File: src/rtl/axil_sir_bridge_if.sv
// Bus bundle for the AXI4-Lite to Sir bridge: AXI-Lite slave side plus Sir master side.
// The slave modport is the bridge view; master is the upstream AXI master / Sir slave fabric.
interface axil_sir_bridge_if #(
    parameter int unsigned ADDRWIDTH = 8,
    parameter int unsigned DATAWIDTH = 32
);
    logic [ADDRWIDTH+1:0] s_awaddr;
    logic                 s_awvalid;
    logic                 s_awready;
    logic [DATAWIDTH-1:0] s_wdata;
    logic                 s_wvalid;
    logic                 s_wready;
    logic [1:0]           s_bresp;
    logic                 s_bvalid;
    logic                 s_bready;
    logic [ADDRWIDTH+1:0] s_araddr;
    logic                 s_arvalid;
    logic                 s_arready;
    logic [DATAWIDTH-1:0] s_rdata;
    logic [1:0]           s_rresp;
    logic                 s_rvalid;
    logic                 s_rready;
    logic                 SirSel;
    logic                 SirRead;
    logic                 SirWrite;
    logic [ADDRWIDTH-1:0] SirAddr;
    logic [DATAWIDTH-1:0] SirWdat;
    logic                 SirDack;
    logic [DATAWIDTH-1:0] SirRdat;

    modport slave (
        input  s_awaddr, s_awvalid, s_wdata, s_wvalid, s_bready,
        input  s_araddr, s_arvalid, s_rready, SirDack, SirRdat,
        output s_awready, s_wready, s_bresp, s_bvalid,
        output s_arready, s_rdata, s_rresp, s_rvalid,
        output SirSel, SirRead, SirWrite, SirAddr, SirWdat
    );

    modport master (
        output s_awaddr, s_awvalid, s_wdata, s_wvalid, s_bready,
        output s_araddr, s_arvalid, s_rready, SirDack, SirRdat,
        input  s_awready, s_wready, s_bresp, s_bvalid,
        input  s_arready, s_rdata, s_rresp, s_rvalid,
        input  SirSel, SirRead, SirWrite, SirAddr, SirWdat
    );
endinterface

File: src/rtl/axil_sir_bridge.sv
// AXI4-Lite slave to Sir register-bus master: one AXI read or write becomes one Sir access,
// with round-robin read/write arbitration and a no-ack timeout that returns SLVERR.
module axil_sir_bridge #(
    parameter int unsigned ADDRWIDTH = 8,
    parameter int unsigned DATAWIDTH = 32,
    parameter int unsigned TIMEOUT   = 16
) (
    input logic              clk,
    input logic              rst,
    axil_sir_bridge_if.slave bus
);
    localparam int unsigned CntW = $clog2(TIMEOUT + 1);

    typedef enum logic [1:0] {StIdle, StSel, StWaitAck, StResp} state_e;

    state_e               r_state;
    state_e               w_state_next;
    logic [CntW-1:0]      r_cnt;
    logic                 r_last_wr;
    logic                 r_is_wr;
    logic                 r_sir_sel;
    logic                 r_sir_read;
    logic                 r_sir_write;
    logic [ADDRWIDTH-1:0] r_sir_addr;
    logic [DATAWIDTH-1:0] r_sir_wdat;
    logic                 r_bvalid;
    logic [1:0]           r_bresp;
    logic                 r_rvalid;
    logic [1:0]           r_rresp;
    logic [DATAWIDTH-1:0] r_rdata;

    logic w_wr_elig;
    logic w_grant_wr;
    logic w_grant_rd;
    logic w_timeout;
    logic w_resp_done;
    logic w_unused_addr_bits;

    assign w_unused_addr_bits = ^{bus.s_awaddr[1:0], bus.s_araddr[1:0]};

    // Round-robin: the read side wins a tie only when the previous grant was a write.
    assign w_wr_elig  = bus.s_awvalid & bus.s_wvalid;
    assign w_grant_wr = ~rst & (r_state == StIdle) & w_wr_elig & (~bus.s_arvalid | ~r_last_wr);
    assign w_grant_rd = ~rst & (r_state == StIdle) & bus.s_arvalid & (~w_wr_elig | r_last_wr);
    assign w_timeout   = (r_cnt == CntW'(TIMEOUT - 1));
    assign w_resp_done = r_is_wr ? bus.s_bready : bus.s_rready;

    always_comb begin
        w_state_next = r_state;
        case (r_state)
            StIdle:    if (w_grant_wr || w_grant_rd) w_state_next = StSel;
            StSel:     w_state_next = StWaitAck;
            StWaitAck: if (bus.SirDack || w_timeout) w_state_next = StResp;
            StResp:    if (w_resp_done) w_state_next = StIdle;
            default:   w_state_next = StIdle;
        endcase
    end

    always_ff @(posedge clk) begin
        if (rst) begin
            r_state     <= StIdle;
            r_cnt       <= '0;
            r_last_wr   <= 1'b0;
            r_is_wr     <= 1'b0;
            r_sir_sel   <= 1'b0;
            r_sir_read  <= 1'b0;
            r_sir_write <= 1'b0;
            r_sir_addr  <= '0;
            r_sir_wdat  <= '0;
            r_bvalid    <= 1'b0;
            r_bresp     <= 2'b00;
            r_rvalid    <= 1'b0;
            r_rresp     <= 2'b00;
            r_rdata     <= '0;
        end else begin
            r_state   <= w_state_next;
            r_sir_sel <= 1'b0;
            case (r_state)
                StIdle: begin
                    if (w_grant_wr) begin
                        r_is_wr     <= 1'b1;
                        r_last_wr   <= 1'b1;
                        r_sir_sel   <= 1'b1;
                        r_sir_write <= 1'b1;
                        r_sir_addr  <= bus.s_awaddr[ADDRWIDTH+1:2];
                        r_sir_wdat  <= bus.s_wdata;
                    end else if (w_grant_rd) begin
                        r_is_wr     <= 1'b0;
                        r_last_wr   <= 1'b0;
                        r_sir_sel   <= 1'b1;
                        r_sir_read  <= 1'b1;
                        r_sir_addr  <= bus.s_araddr[ADDRWIDTH+1:2];
                        r_sir_wdat  <= '0;
                    end
                end
                StWaitAck: begin
                    r_cnt <= r_cnt + CntW'(1);
                    // An ack arriving on the timeout cycle still counts as success.
                    if (bus.SirDack || w_timeout) begin
                        r_sir_read  <= 1'b0;
                        r_sir_write <= 1'b0;
                        r_sir_addr  <= '0;
                        r_sir_wdat  <= '0;
                        if (r_is_wr) begin
                            r_bvalid <= 1'b1;
                            r_bresp  <= bus.SirDack ? 2'b00 : 2'b10;
                        end else begin
                            r_rvalid <= 1'b1;
                            r_rresp  <= bus.SirDack ? 2'b00 : 2'b10;
                            r_rdata  <= bus.SirDack ? bus.SirRdat : '0;
                        end
                    end
                end
                StResp: begin
                    if (w_resp_done) begin
                        r_bvalid <= 1'b0;
                        r_bresp  <= 2'b00;
                        r_rvalid <= 1'b0;
                        r_rresp  <= 2'b00;
                        r_rdata  <= '0;
                        r_cnt    <= '0;
                    end
                end
                default: ;
            endcase
        end
    end

    assign bus.s_awready = w_grant_wr;
    assign bus.s_wready  = w_grant_wr;
    assign bus.s_arready = w_grant_rd;
    assign bus.s_bvalid  = r_bvalid;
    assign bus.s_bresp   = r_bresp;
    assign bus.s_rvalid  = r_rvalid;
    assign bus.s_rresp   = r_rresp;
    assign bus.s_rdata   = r_rdata;
    assign bus.SirSel    = r_sir_sel;
    assign bus.SirRead   = r_sir_read;
    assign bus.SirWrite  = r_sir_write;
    assign bus.SirAddr   = r_sir_addr;
    assign bus.SirWdat   = r_sir_wdat;
endmodule

File: src/flat_wrapper.sv
// flat-port wrapper written by rule: the top's interface ports become plain ports
module axil_sir_bridge_flat 
#(
    parameter int unsigned ADDRWIDTH = 8,
    parameter int unsigned DATAWIDTH = 32,
    parameter int unsigned TIMEOUT   = 16
)
  (clk, rst, bus_s_awaddr, bus_s_awvalid, bus_s_wdata, bus_s_wvalid, bus_s_bready, bus_s_araddr, bus_s_arvalid, bus_s_rready, bus_SirDack, bus_SirRdat, bus_s_awready, bus_s_wready, bus_s_bresp, bus_s_bvalid, bus_s_arready, bus_s_rdata, bus_s_rresp, bus_s_rvalid, bus_SirSel, bus_SirRead, bus_SirWrite, bus_SirAddr, bus_SirWdat);
  axil_sir_bridge_if #(.ADDRWIDTH(ADDRWIDTH), .DATAWIDTH(DATAWIDTH)) bus_i ();
  input logic clk;
  input logic rst;
  input wire logic [$bits(bus_i.s_awaddr)-1:0] bus_s_awaddr;
  input wire logic [$bits(bus_i.s_awvalid)-1:0] bus_s_awvalid;
  input wire logic [$bits(bus_i.s_wdata)-1:0] bus_s_wdata;
  input wire logic [$bits(bus_i.s_wvalid)-1:0] bus_s_wvalid;
  input wire logic [$bits(bus_i.s_bready)-1:0] bus_s_bready;
  input wire logic [$bits(bus_i.s_araddr)-1:0] bus_s_araddr;
  input wire logic [$bits(bus_i.s_arvalid)-1:0] bus_s_arvalid;
  input wire logic [$bits(bus_i.s_rready)-1:0] bus_s_rready;
  input wire logic [$bits(bus_i.SirDack)-1:0] bus_SirDack;
  input wire logic [$bits(bus_i.SirRdat)-1:0] bus_SirRdat;
  output wire logic [$bits(bus_i.s_awready)-1:0] bus_s_awready;
  output wire logic [$bits(bus_i.s_wready)-1:0] bus_s_wready;
  output wire logic [$bits(bus_i.s_bresp)-1:0] bus_s_bresp;
  output wire logic [$bits(bus_i.s_bvalid)-1:0] bus_s_bvalid;
  output wire logic [$bits(bus_i.s_arready)-1:0] bus_s_arready;
  output wire logic [$bits(bus_i.s_rdata)-1:0] bus_s_rdata;
  output wire logic [$bits(bus_i.s_rresp)-1:0] bus_s_rresp;
  output wire logic [$bits(bus_i.s_rvalid)-1:0] bus_s_rvalid;
  output wire logic [$bits(bus_i.SirSel)-1:0] bus_SirSel;
  output wire logic [$bits(bus_i.SirRead)-1:0] bus_SirRead;
  output wire logic [$bits(bus_i.SirWrite)-1:0] bus_SirWrite;
  output wire logic [$bits(bus_i.SirAddr)-1:0] bus_SirAddr;
  output wire logic [$bits(bus_i.SirWdat)-1:0] bus_SirWdat;
  assign bus_i.s_awaddr = bus_s_awaddr;
  assign bus_i.s_awvalid = bus_s_awvalid;
  assign bus_i.s_wdata = bus_s_wdata;
  assign bus_i.s_wvalid = bus_s_wvalid;
  assign bus_i.s_bready = bus_s_bready;
  assign bus_i.s_araddr = bus_s_araddr;
  assign bus_i.s_arvalid = bus_s_arvalid;
  assign bus_i.s_rready = bus_s_rready;
  assign bus_i.SirDack = bus_SirDack;
  assign bus_i.SirRdat = bus_SirRdat;
  assign bus_s_awready = bus_i.s_awready;
  assign bus_s_wready = bus_i.s_wready;
  assign bus_s_bresp = bus_i.s_bresp;
  assign bus_s_bvalid = bus_i.s_bvalid;
  assign bus_s_arready = bus_i.s_arready;
  assign bus_s_rdata = bus_i.s_rdata;
  assign bus_s_rresp = bus_i.s_rresp;
  assign bus_s_rvalid = bus_i.s_rvalid;
  assign bus_SirSel = bus_i.SirSel;
  assign bus_SirRead = bus_i.SirRead;
  assign bus_SirWrite = bus_i.SirWrite;
  assign bus_SirAddr = bus_i.SirAddr;
  assign bus_SirWdat = bus_i.SirWdat;
  axil_sir_bridge #(.ADDRWIDTH(ADDRWIDTH), .DATAWIDTH(DATAWIDTH), .TIMEOUT(TIMEOUT)) u_core (.clk(clk), .rst(rst), .bus(bus_i));
endmodule
File: config.mk
export PLATFORM = sky130hd
export DESIGN_NAME = axil_sir_bridge_flat
export DESIGN_NICKNAME = d
export VERILOG_FILES = /design/src/rtl/axil_sir_bridge_if.sv /design/src/rtl/axil_sir_bridge.sv /design/src/flat_wrapper.sv
export SDC_FILE = /design/constraint.sdc
export NUM_CORES = 1
export LEC_CHECK = 0
export BUFFER_PORTS_ARGS = -buffer_cell sky130_fd_sc_hd__buf_4
export CORE_MARGIN = 3
export CORE_UTILIZATION = 25
export CTS_CLUSTER_DIAMETER = 40
export DETAILED_ROUTE_END_ITERATION = 8
export PLACE_DENSITY = 0.57
export SLEW_MARGIN = 20
export SYNTH_ARGS = -nofsm -noshare
export SYNTH_HDL_FRONTEND = slang
export SYNTH_SLANG_ARGS = --single-unit
File: constraint.sdc
create_clock -name clk -period 2.3 [get_ports clk]
set_input_delay 0 -clock clk [delete_from_list [all_inputs] [get_ports clk]]
set_output_delay 0 -clock clk [all_outputs]
set_load 0.005 [all_outputs]
==> results.toml <==
[run_status]
status = "completed"

[hold_path]
hold_class = "input port to flop"

[worst_setup_path]
start_kind = "flop"
crit_fanout = 9
cp.arrival_ns = 2.42
reg2reg_slack_ns = 0.11
cp.required_ns = 2.52
crit_type = "flop to flop"
critPathCaptureType = "flop"

[grt]
grt.busiest_layer = "met2"
grt_max_degree = 41
grt_overflow_total = 0
globalRouteMet2Util_pct = 22.7
grt_pass1_vias = 3248
grt_use_met1_pct = 16.1
grt_util_met3_pct = 7.54
antenna_found_initial = 0
track_usage_pct = 14.2
grt_pass1_wl_um = 15900

[placed_design]
port_buffers = 169
hpwl_um = 6230
gp_congestion = 0.703
placed_cell_area_um2 = 4580

[job]
drv_cap = 0

[timing]
rsz0062_at_grt = "false"
finalSetupViolCount = 0
finalHoldViolations = 0
timing.fmax_mhz = 456
fin_crit_ns = 2.19
clock_skew_ns = 0.00781
finalCritPeriodShare_pct = 95.4
tns_ns = 0
drv_slew = 0

[route]
drt-total-wl_um = 10100
vias = 3140
wl_per_cell_um = 14.5
first_pass_iters = 4
viasPerCell = 4.53
ant_nets = 0
drcViolationCount = 0
drt_iter0_markers = 126

[pwr]
ir_worst_vdd_mv = 0.553
power_frac_clock_pct = 30.4
sw_frac_of_total_pct = 29.2
power.density_nw_per_um2 = 843
power_switching_mw = 1.41
leakage_nw = 2.55
pwr-share-comb_pct = 30.6
seqPwrFrac_pct = 39.1
p_int_mw = 3.42

[logic_synthesis]
synthFlopType = "dfxtp_1"
synth_edf_count = 0
synth_cells = 271
synth_area_leader_cell = "dfxtp_1"
avgSynthCellArea_um2 = 11.5
yosys_warnings = 0
synth.distinct_cells = 43
synth_top_area_share_pct = 55.7
seq_area_frac_synth_pct = 55.7
synth-async-reset-ratio_pct = 0
synthTopCellsByArea = "dfxtp_1 56%, a22o_1 18%, mux2i_1 2.9%"
netlist_area_um2 = 3120
ys_seq_elements = 87

[die]
dieArea_um2 = 13900
initial_core_util_pct = 25.8
rows = 40
die_h_um = 118
io_pins = 176
core_region_area_um2 = 12100
die_x_um = 118

[final_layout]
fin_nets = 618
fin_area_um2 = 5730
syn_to_final_growth_pct = 83.4
fillerInstances = 1087
drive_gt1_share_pct = 38.7
diodes = 0

[clock_network]
clk_transition_reported_paths_ns = 0.06
clock_sinks = 87
htree_levels = 3
root_buffer = "clkbuf_16"
cts_buffers = 9
cts_tree = "yes"
clock_path_buffers = 2
insertion_delay_ns = 0.35
==> kinds of logic after synthesis <==
group           count (synthesis)  share of synthesized area, %
xor+xnor                        2                         0.561
buf+inv                        28                          4.69
flops                          87                          55.7
simple gates                   31                          5.29
compound gates                105                          27.5
fa+ha+maj                       5                          2.00
mux                            12                          4.13
other cells                     1                         0.120
==> what timing repair did <==
action                     4_1_cts  5_1_grt
hold endpoints to repair        78        1
hold buffers                    83        1
gates resized for setup          0        1
setup buffers                    0        1
setup endpoints to repair        0        2
==> stage by stage <==
stage / instances / hold slack, ns / power, mW / utilization [%] / setup slack [ns]
floorplan: 272 / 0.116 / 2.59 / - / 0.485
global placement: 593 / 0.210 / 3.23 / 37.8 / 0.207
detailed placement: 593 / 0.214 / 3.27 / 37.8 / 0.163
CTS: 691 / 0.00220 / 4.88 / 47.1 / 0.0488
global route: 693 / 0.0272 / 5.11 / 47.3 / 0.00962
finish: 693 / 0.0350 / 4.83 / 47.3 / 0.105
==> worst max-delay path, stage by stage, from the launching register on <==
cell and delay, ns:
dfxtp_1 0.33, inv_1 0.08, ha_2 0.27, nand2b_1 0.13, a211oi_2 0.25, buf_4 0.17, mux2i_1 0.20, dlygate4sd3_1 0.59
o2bb2ai_1 0.06
==> sequential cells by signal (all words and copies together) (netlist names) <==
name	flops
u_core.bus.SirAddr	8
u_core.bus.SirRead	1
u_core.bus.SirSel	1
u_core.bus.SirWdat	32
u_core.bus.SirWrite	1
u_core.bus.s_bresp	1
u_core.bus.s_bvalid	1
u_core.bus.s_rdata	32
u_core.bus.s_rresp	1
u_core.bus.s_rvalid	1
u_core.r_cnt	5
u_core.r_last_wr	1
u_core.r_state	2
==> per-layer routing <==
layer  wire (µm)  part of all wire, %  vias to the layer above
met5           0                    0                        -
met4         169                  1.7                        0
met3        1020                   10                       17
met2        4640                   46                      150
met1        4220                   42                     1450
li1            -                    -                     1523
==> power groups by stage <==
stage | clock network [mW] | logic (mW) | registers (mW)
after floorplan | 0 | 0.671 | 1.92
final | 1.47 | 1.48 | 1.89
after detailed placement | 0 | 1.36 | 1.91
after global placement | 0 | 1.33 | 1.91
after CTS | 1.52 | 1.47 | 1.89
after global routing | 1.58 | 1.62 | 1.92
==> synthesized netlist by cell type, drive strengths merged (2+ instances only) <==
cell type   n
o21ai       6
nand3       2
dfxtp      87
o211ai      2
mux2i      11
a31oi       3
a22o       64
ha          5
nand2       4
a21oi       9
a311oi      3
inv         4
nor2       12
nand2b      4
and2        2
buf        21
o2bb2ai     8
a211oi      3
nor3        2
a22oi       2
clkbuf      3
==> cell type report <==
type / count / area, µm² / share of cell area (%)
inverter: 4 / 15.0 / 0.262
clock buffer: 12 / 256 / 4.48
tap: 168 / 210 / 3.67
clock inverter: 3 / 42.5 / 0.742
multi-input combinational: 157 / 1260 / 22.0
sequential: 87 / 1740 / 30.4
timing repair buffer: 262 / 2200 / 38.4
==> layout by cell type, fill, tap and decap left out, types with 3 or more instances in the layout <==
cell	netlist	final
a311oi_1	3	3
a31oi_1	3	3
clkbuf_16	0	9
nand2_1	3	3
buf_4	6	176
o21ai_0	3	3
o2bb2ai_1	8	8
nand2b_1	4	4
dfxtp_1	87	87
ha_1	5	4
nor2_1	12	12
mux2i_1	9	9
dlygate4sd3_1	0	84
inv_1	3	3
a21oi_1	8	7
a22o_1	64	64
==> final timing paths <==
kind | cells past startpoint | start | to
worst max-delay path | 8 | u_core.r_state[0] | u_core.bus.SirAddr[5]
worst min-delay path | 3 | bus_s_awvalid | u_core.bus.SirSel
worst min register to register | 1 | u_core.bus.SirAddr[5] | u_core.bus.SirAddr[5]
worst max register to register | 8 | u_core.r_state[0] | u_core.bus.SirAddr[5]
Note: power is estimated with default switching activity, not from simulation.
